`config.mk`:
```
export PLATFORM = sky130hd
export DESIGN_NAME = drive_mode_fsm
export DESIGN_NICKNAME = d
export VERILOG_FILES = /design/src/rtl/drive_mode_fsm.sv
export SDC_FILE = /design/constraint.sdc
export NUM_CORES = 1
export LEC_CHECK = 0
export CORE_MARGIN = 2
export CORE_UTILIZATION = 40
export CTS_CLUSTER_SIZE = 40
export DETAILED_ROUTE_END_ITERATION = 10
export PLACE_DENSITY = 0.68
export SLEW_MARGIN = 20
export SYNTH_ARGS = -nofsm -noshare
export SYNTH_HDL_FRONTEND = slang
export SYNTH_SLANG_ARGS = --single-unit
```
`constraint.sdc`:
```
create_clock -name sys_clk -period 2.5 [get_ports sys_clk]
set_input_delay 0.25 -clock sys_clk [delete_from_list [all_inputs] [get_ports sys_clk]]
set_output_delay 0.25 -clock sys_clk [all_outputs]
set_load 0.03 [all_outputs]
```
`src/rtl/drive_mode_fsm.sv`:
```
// drive_mode_fsm: driving-mode controller for the simulated car.
// Turns debounced driver switches into movement commands for the UART packet
// builder, and drives the state code plus the indicator LEDs.
// Also provides a power-on hold time, a global power-off override, an idle
// auto-power-off, a turn-signal flasher and a saturating mileage counter.
//
// Ports:
//   sys_clk, rst                    clock; asynchronous active-low reset
//   power_on/off, manual_driving    driver controls
//   throttle, clutch, brake,
//   reverse                         pedals and gear
//   turn_left/right_signal          steering
//   state_o                         current state code
//   move_forward/backward,
//   turn_left/right                 movement commands (MOVING only)
//   left/right_turn_led,
//   reverse_led                     indicator LEDs
//   mileage                         saturating distance count, cleared by rst only
//
// state        | meaning
// -------------+----------------------------------------------------------
// OFF          | powered down; waiting for PWR_HOLD consecutive power_on samples
// ON           | powered, waiting for manual driving mode
// NOT_STARTING | manual mode, engine not turning; both turn LEDs lit
// STARTING     | clutch engaged, ready to move off
// MOVING       | car moving; movement commands are live
module drive_mode_fsm #(
  parameter int PWR_HOLD     = 100,
  parameter int IDLE_TIMEOUT = 1000,
  parameter int FLASH_HALF   = 50,
  parameter int MILE_DIV     = 1000,
  parameter int MILE_W       = 16
) (
  input  logic              sys_clk,
  input  logic              rst,
  input  logic              power_on_signal,
  input  logic              power_off_signal,
  input  logic              manual_driving_signal,
  input  logic              throttle_signal,
  input  logic              clutch_signal,
  input  logic              brake_signal,
  input  logic              reverse_signal,
  input  logic              turn_left_signal,
  input  logic              turn_right_signal,
  output logic [2:0]        state_o,
  output logic              move_forward,
  output logic              move_backward,
  output logic              turn_left,
  output logic              turn_right,
  output logic              left_turn_led,
  output logic              right_turn_led,
  output logic              reverse_led,
  output logic [MILE_W-1:0] mileage
);

  localparam logic [2:0] ST_OFF          = 3'd0;
  localparam logic [2:0] ST_ON           = 3'd1;
  localparam logic [2:0] ST_NOT_STARTING = 3'd2;
  localparam logic [2:0] ST_STARTING     = 3'd3;
  localparam logic [2:0] ST_MOVING       = 3'd4;

  localparam int PWR_W   = $clog2(PWR_HOLD + 1);
  localparam int IDLE_W  = $clog2(IDLE_TIMEOUT + 2);
  localparam int FLASH_W = $clog2(FLASH_HALF + 1);
  localparam int PRE_W   = $clog2(MILE_DIV + 1);

  localparam logic [PWR_W-1:0]   PWR_LAST   = PWR_W'(PWR_HOLD - 1);
  localparam logic [IDLE_W-1:0]  IDLE_LAST  = IDLE_W'(IDLE_TIMEOUT - 1);
  localparam logic [FLASH_W-1:0] FLASH_LAST = FLASH_W'(FLASH_HALF - 1);
  localparam logic [PRE_W-1:0]   PRE_LAST   = PRE_W'(MILE_DIV - 1);

  logic [2:0]         state, state_nxt;
  logic [PWR_W-1:0]   pwr_cnt, pwr_cnt_nxt;
  logic [IDLE_W-1:0]  idle_cnt, idle_cnt_nxt;
  logic [FLASH_W-1:0] flash_cnt;
  logic               flash;
  logic [PRE_W-1:0]   mile_pre;
  logic               reverse_d;
  logic               reverse_change;
  logic               idle_active, idle_quiet, idle_expire;
  logic [2:0]         pedals;

  assign pedals         = {throttle_signal, brake_signal, clutch_signal};
  assign reverse_change = reverse_signal ^ reverse_d;
  assign idle_active    = (state == ST_ON) || (state == ST_NOT_STARTING);
  assign idle_quiet     = ~(manual_driving_signal | throttle_signal |
                            clutch_signal | brake_signal);
  // IDLE_TIMEOUT of 0 disables the auto power-off entirely.
  assign idle_expire    = (IDLE_TIMEOUT != 0) && idle_active && idle_quiet &&
                          (idle_cnt == IDLE_LAST);

  always_comb begin
    state_nxt = state;
    case (state)
      ST_OFF:
        if (power_on_signal && (pwr_cnt == PWR_LAST)) state_nxt = ST_ON;
      ST_ON:
        if (manual_driving_signal) state_nxt = ST_NOT_STARTING;
      ST_NOT_STARTING:
        if (pedals == 3'b101)      state_nxt = ST_STARTING;
        else if (pedals == 3'b100) state_nxt = ST_OFF;   // stall
      ST_STARTING:
        if (brake_signal)          state_nxt = ST_NOT_STARTING;
        else if (pedals == 3'b100) state_nxt = ST_MOVING;
      ST_MOVING:
        if (reverse_change && !clutch_signal)        state_nxt = ST_OFF;
        else if (brake_signal)                       state_nxt = ST_NOT_STARTING;
        else if (!throttle_signal || clutch_signal)  state_nxt = ST_STARTING;
      default:
        state_nxt = ST_OFF;
    endcase
    // Power-off and idle expiry override every state-specific rule.
    if ((state != ST_OFF) && (power_off_signal || idle_expire)) state_nxt = ST_OFF;
  end

  always_comb begin
    pwr_cnt_nxt = '0;
    if ((state == ST_OFF) && power_on_signal && (state_nxt == ST_OFF))
      pwr_cnt_nxt = pwr_cnt + PWR_W'(1);
  end

  always_comb begin
    idle_cnt_nxt = '0;
    if (idle_active && idle_quiet && (state_nxt == state))
      idle_cnt_nxt = idle_cnt + IDLE_W'(1);
  end

  always_ff @(posedge sys_clk or negedge rst) begin
    if (!rst) begin
      state     <= ST_OFF;
      pwr_cnt   <= '0;
      idle_cnt  <= '0;
      reverse_d <= 1'b0;
    end else begin
      state     <= state_nxt;
      pwr_cnt   <= pwr_cnt_nxt;
      idle_cnt  <= idle_cnt_nxt;
      reverse_d <= reverse_signal;
    end
  end

  always_ff @(posedge sys_clk or negedge rst) begin
    if (!rst) begin
      flash_cnt <= '0;
      flash     <= 1'b0;
    end else if (flash_cnt == FLASH_LAST) begin
      flash_cnt <= '0;
      flash     <= ~flash;
    end else begin
      flash_cnt <= flash_cnt + FLASH_W'(1);
    end
  end

  // Prescaler only advances in MOVING and keeps its phase otherwise,
  // so partial distance is not lost across stops.
  always_ff @(posedge sys_clk or negedge rst) begin
    if (!rst) begin
      mile_pre <= '0;
      mileage  <= '0;
    end else if (state == ST_MOVING) begin
      if (mile_pre == PRE_LAST) begin
        mile_pre <= '0;
        if (mileage != {MILE_W{1'b1}}) mileage <= mileage + MILE_W'(1);
      end else begin
        mile_pre <= mile_pre + PRE_W'(1);
      end
    end
  end

  always_comb begin
    move_forward   = 1'b0;
    move_backward  = 1'b0;
    turn_left      = 1'b0;
    turn_right     = 1'b0;
    left_turn_led  = 1'b0;
    right_turn_led = 1'b0;
    reverse_led    = 1'b0;
    case (state)
      ST_NOT_STARTING: begin
        left_turn_led  = 1'b1;
        right_turn_led = 1'b1;
      end
      ST_STARTING:
        reverse_led = reverse_signal;
      ST_MOVING: begin
        move_forward   = ~reverse_signal;
        move_backward  = reverse_signal;
        turn_left      = turn_left_signal;
        turn_right     = turn_right_signal;
        left_turn_led  = turn_left_signal & ~turn_right_signal & flash;
        right_turn_led = turn_right_signal & ~turn_left_signal & flash;
        reverse_led    = reverse_signal;
      end
      default: ;
    endcase
  end

  assign state_o = state;

endmodule

```
==> Yosys cells after proc, flatten, opt, wreduce, memory -nomap -nowiden <==
Index checks and enable logic that the tools add are counted.
{ "classes": {"add_sub_neg": 5, "n_eq_ne": 12, "mux": 22, "bitwise_logic": 13, "n_reduce_logical": 18} }
{ "op_table": {"columns": ["operator", "count"], "rows": [
  ["$mux 3", 10],
  ["$add 10x1->10 const B", 2],
  ["$eq 10x10->1 const B", 2],
  ["$mux 10", 2],
  ["$add 16x1->16 const B", 1],
  ["$ne 16x16->1 const B", 1],
  ["$pmux 3 s5", 1],
  ["$eq 3x3->1 const B", 3],
  ["$logic_and 1x1->1", 8],
  ["$add 7x1->7 const B", 1],
  ["$eq 7x7->1 const B", 1],
  ["$mux 7", 1],
  ["$add 6x1->6 const B", 1],
  ["$eq 3x2->1 const B", 2],
  ["$eq 6x6->1 const B", 1],
  ["$logic_not 3->1", 2],
  ["$mux 6", 1],
  ["$mux 1", 5],
  ["$not 1->1", 5],
  ["$and 1x1->1", 4],
  ["$pmux 1 s2", 2],
  ["$eq 3x1->1 const B", 1],
  ["$eq 3x3->1", 1],
  ["$logic_or 1x1->1", 3],
  ["other kinds (6)", 9]
]} }
{ "word_totals": {"regBits": 54, "inputBits": 11, "output_inout_bits": 26, "elab_cells": 78} }

==> Logic depth before layout (Yosys ltp) <==
Gate-level depths: netlist of the first run.
{ "logic_depth": {"depth_word": 12, "ltp_mapped": 8, "depth_no_buf": 6} }

==> Least setup slack after synthesis of the first run <==
OpenSTA, ideal clock, no wires.
{ "synth_path": {"kind": "flip-flop to flip-flop", "from": "register state[2] (netlist: state_o[2])", "to": "register mileage[5]", "setup_time_ns": 0.137, "t_arrival_ns": 2.082, "required_time_ns": 2.363, "path_slack_ns": 0.281, "stages_incl_launch_ff": 9, "n_path_buf": 3, "period_less_slack_ns": 2.219, "path_cell_list": "dfrtp_1 -> buf_4 -> or3b_1 -> buf_6 -> nor4_4 -> a21boi_4 -> buf_6 -> nand3_1 -> xnor2_1"} }
{ "synth_between": {"elab_chain_cells": 2} }
{ "synth_lines": {"columns": ["element", "line_no", "source"], "rows": [
  ["from (decl)", "72", "logic [2:0] state, state_nxt;"],
  ["from (signal assigned)", "135", "state <= state_nxt;"],
  ["$eq 3x3->1", "160", "end else if (state == ST_MOVING) begin"],
  ["$reduce_and 3->1 (no source line)", null, null],
  ["to (signal assigned)", "163", "if (mileage != {MILE_W{1'b1}}) mileage <= mileage + MILE_W'(1);"],
  ["to (decl)", "53", "output logic [MILE_W-1:0] mileage"]
]} }
Every way passes these cells.
A chain may end at the register's enable or synchronous reset.

==> Worst setup path in the final report of the first run <==
{ "layout_path": {"from": "register state[1] (netlist: state_o[1])", "to": "output move_forward"} }
{ "layout_between": {"elab_chain_cells": 2} }
{ "layout_lines": {"columns": ["element", "line_no", "source"], "rows": [
  ["$eq 3x3->1", "178", "case (state)"],
  ["$mux 1", "178", null],
  ["to (decl)", "46", "output logic move_forward,"]
]} }
Every way passes these cells.

==> flow_summary.toml, run 1 <==
[die]
dieArea_um2 = 7653
die_w_um = 87.48
start_util_pct = 41.26
die_h_um = 87.48
io_pins = 37
core_region_area_um2 = 6756
num_rows = 30

[worst_setup_path]
end_kind = "output pin"
startpoint_type = "flip-flop"
rrSetupSlack_ns = 0.29
crit_type = "flip-flop to output pin"
cp_max_fo = 8
critPathRequiredTime_ns = 2.25
crit_arrival_ns = 2.14

[place]
hpwl_um = 3782
pre_cts_ws_ns = 0.2029
port_buffers = 36
place.gp.congestion = 0.7479

[sta]
hold_violations = 0
period_minus_slack_ns = 2.390
maxSlewViolCount = 0
layout_setup_ws_ns = 0.1104
relSlewSlack_pct = 55.49
tightest_slew_ns = 0.6677
clock.fmax_mhz = 418.5
rsz0062_at_grt = "false"
finalCritPeriodShare_pct = 95.58
setup_viol = 0
skew_ns = 0.004124
setup_tns_ns = 0

[hold_path]
hold_path_class = "input port to async pin"

[global_routing]
grt_pass1_wl_um = 9018
grt_pass1_vias = 1932
antenna_found_initial = 0
overflow = 0
grt_max_degree = 55
grt_usage_pct = 14.87

[cells_and_area]
area_growth_pct = 20.33
antennaDiodeCount = 0
layout-drive-gt1-share_pct = 8.917
n_fill_cell = 613
final_nets = 330

[clocking]
root_buffer = "clkbuf_8"
clk_pin_slew_ns = 0.09
clock_latency_ns = 0.30
ctsLongestPathBuffers = 2
clock-sinks = 54
tritoncts = "built"
cts_max_level = 2
cts_buffers = 5

[routing]
routed_wl_um = 5216
vias = 2026
routedWlPerCell_um = 13.24
antenna_left = 0
route.detailed.drc = 0
firstDrtPassIters = 5
vias_per_cell = 5.142
drtIter0Drc = 70

[run]
max_cap_violations = 0

[status]
status = "completed"

[power]
cellLeakagePower_nw = 1.471
peakVddDrop_v = 0.0002876
powerDensity_nw_per_um2 = 493.7

[logic_synthesis]
syn_area_um2 = 2788
synth_cells = 270
synth-seq-cells = 54
yosysWarnings = 0
synth_cell_types = 51
syn_area_per_cell_um2 = 10.32
synth_nets = 287
yosysSeqAreaShare_pct = 48.47
synth_ff_type = "dfrtp_1"
postSynth.asyncResetShare_pct = 100.0
synth_enable_flop_cells = 0
logic make-up after synthesis:
kind of cell               Yosys count  share of synthesized area (%)
AOI/OAI and AO/OA                   22                          5.656
buffers and inverters               15                          3.007
and+or+nand+nor                    131                          26.66
muxes                                3                          1.167
adders and majority gates            7                          3.097
xor gates and xnor gates            38                          11.94
DFF                                 54                          48.47
synthesized netlist by cell type (2+ instances only):
| master | count | area (µm²) |
|---|---|---|
| nor4_1 | 2 | 12.51 |
| xnor2_1 | 28 | 245.2 |
| nand4_1 | 10 | 62.56 |
| nand3b_1 | 4 | 30.03 |
| o21ai_0 | 4 | 20.02 |
| o31ai_1 | 2 | 15.01 |
| a21o_1 | 2 | 15.01 |
| nor3_1 | 4 | 20.02 |
| clkbuf_1 | 2 | 7.510 |
| inv_1 | 8 | 30.03 |
| and2_1 | 7 | 43.79 |
| ha_1 | 6 | 75.07 |
| xor2_1 | 10 | 87.58 |
| nor3b_1 | 2 | 15.01 |
| nand2b_1 | 4 | 25.02 |
| nand2_1 | 21 | 78.83 |
| and3_1 | 4 | 25.02 |
| nand3_1 | 16 | 80.08 |
| dfrtp_1 | 54 | 1351 |
| a31oi_1 | 3 | 18.77 |
| and4_1 | 3 | 26.28 |
| a21oi_1 | 3 | 15.01 |
| mux2_2 | 2 | 22.52 |
| nor4_4 | 2 | 42.54 |
| buf_6 | 3 | 33.78 |
| or3b_2 | 2 | 17.52 |
| nor2_1 | 38 | 142.6 |
worst max-delay path: stages (launching register included):
cell,delay [ns]
dfrtp_1,0.39
or3b_1,0.55
nor2_1,0.20
clkdlybuf4s50_1,0.70
state kept, by name, summed over array words and instances (netlist names):
name       count
flash_cnt      6
state_o        3
flash          1
reverse_d      1
mileage       16
mile_pre      10
pwr_cnt        7
idle_cnt      10
worst paths after layout:
| check | startpoint | endpoint | cells past startpoint |
|---|---|---|---|
| max in group asynchronous | rst | flash_cnt[0]$_DFF_PN0_ | 2 |
| min reg2reg | idle_cnt[0]$_DFF_PN0_ | idle_cnt[0]$_DFF_PN0_ | 1 |
| min in group sys_clk | idle_cnt[0]$_DFF_PN0_ | idle_cnt[0]$_DFF_PN0_ | 1 |
| max | state_o[1]$_DFF_PN0_ | move_forward | 3 |
| min | rst | mile_pre[1]$_DFFE_PN0N_ | 2 |
| max reg2reg | state_o[1]$_DFF_PN0_ | mileage[1]$_DFFE_PN0P_ | 4 |
area by class of cell:
cell class	instances	area [µm²]	share of cell area [%]
Clock buffer	6	72.57	2.163
Tap cell	80	100.1	2.984
Multi-Input combinational cell	201	1353	40.32
Inverter	8	30.03	0.8952
Sequential cell	54	1351	40.28
Timing Repair Buffer	43	410.4	12.23
Clock inverter	2	37.54	1.119
routing by layer:
layer / global-route usage (%) / vias up / part of all wire (%) / routed length [µm]
met5: 0 / - / 0 / 0
met4: 4.056 / 0 / 1.1 / 57
met3: 3.318 / 7 / 3.5 / 182
met2: 24.31 / 38 / 49 / 2532
met1: 19.88 / 965 / 47 / 2444
li1: - / 1016 / - / -
metrics by stage:
stage / hold WS (ns) / area [µm²] / total power, mW / util [%] / std cells
5_1_grt: 0.1142 / 3354 / 1.730 / 49.65 / 394
6_report: 0.05143 / 3354 / 1.656 / 49.65 / 394
4_1_cts: 0.08469 / 3352 / 1.677 / 49.61 / 394
3_3_place_gp: 0.4157 / 3242 / 1.093 / 47.98 / 386
2_1_floorplan: -0.04559 / 2788 / 1.014 / - / 270
3_5_place_dp: 0.4175 / 3242 / 1.096 / 47.98 / 386
report_power, final:
part	leakage [nW]	total, mW	internal, mW	switching, mW
Sequential	0.736	0.906	0.890	0.0158
Combinational	0.684	0.173	0.0752	0.0975
Clock	0.0514	0.578	0.299	0.279
Total	1.47	1.66	1.26	0.392
cells in the final DEF, fill, tap and decap left out, types with 2 or more instances in the layout:
cell / instances
dfrtp_1: 54
nor2_1: 38
clkdlybuf4s50_1: 34
xnor2_1: 28
nand2_1: 21
nand3_1: 16
nand4_1: 10
xor2_1: 10
inv_1: 8
and2_1: 7
buf_4: 7
ha_1: 6
clkbuf_8: 5
o21ai_0: 4
nand2b_1: 4
nand3b_1: 4
and3_1: 4
nor3_1: 4
a21oi_1: 3
a31oi_1: 3
and4_1: 3
nor4_1: 2
a21o_1: 2
or3b_2: 2
nor3b_1: 2
nor4_4: 2
o31ai_1: 2
mux2_2: 2
what timing repair did:
item | 4_1_cts | 5_1_grt
hold buffers | 0 | 0
resized for setup | 0 | 1
endpoints found under the setup margin | 0 | 1
buffers inserted | 0 | 0
Note: power is estimated with default switching activity, not from simulation.
==> run 2, diff against run 1 <==
--- a/config.mk
+++ b/config.mk
@@ -7,6 +7,7 @@
 export LEC_CHECK = 0
 export CORE_MARGIN = 2
 export CORE_UTILIZATION = 40
+export CTS_CLUSTER_DIAMETER = 100
 export CTS_CLUSTER_SIZE = 40
 export DETAILED_ROUTE_END_ITERATION = 10
 export PLACE_DENSITY = 0.68
==> results of run 2 <==
Final layout, timing and power as in run 1 (identical DEF).
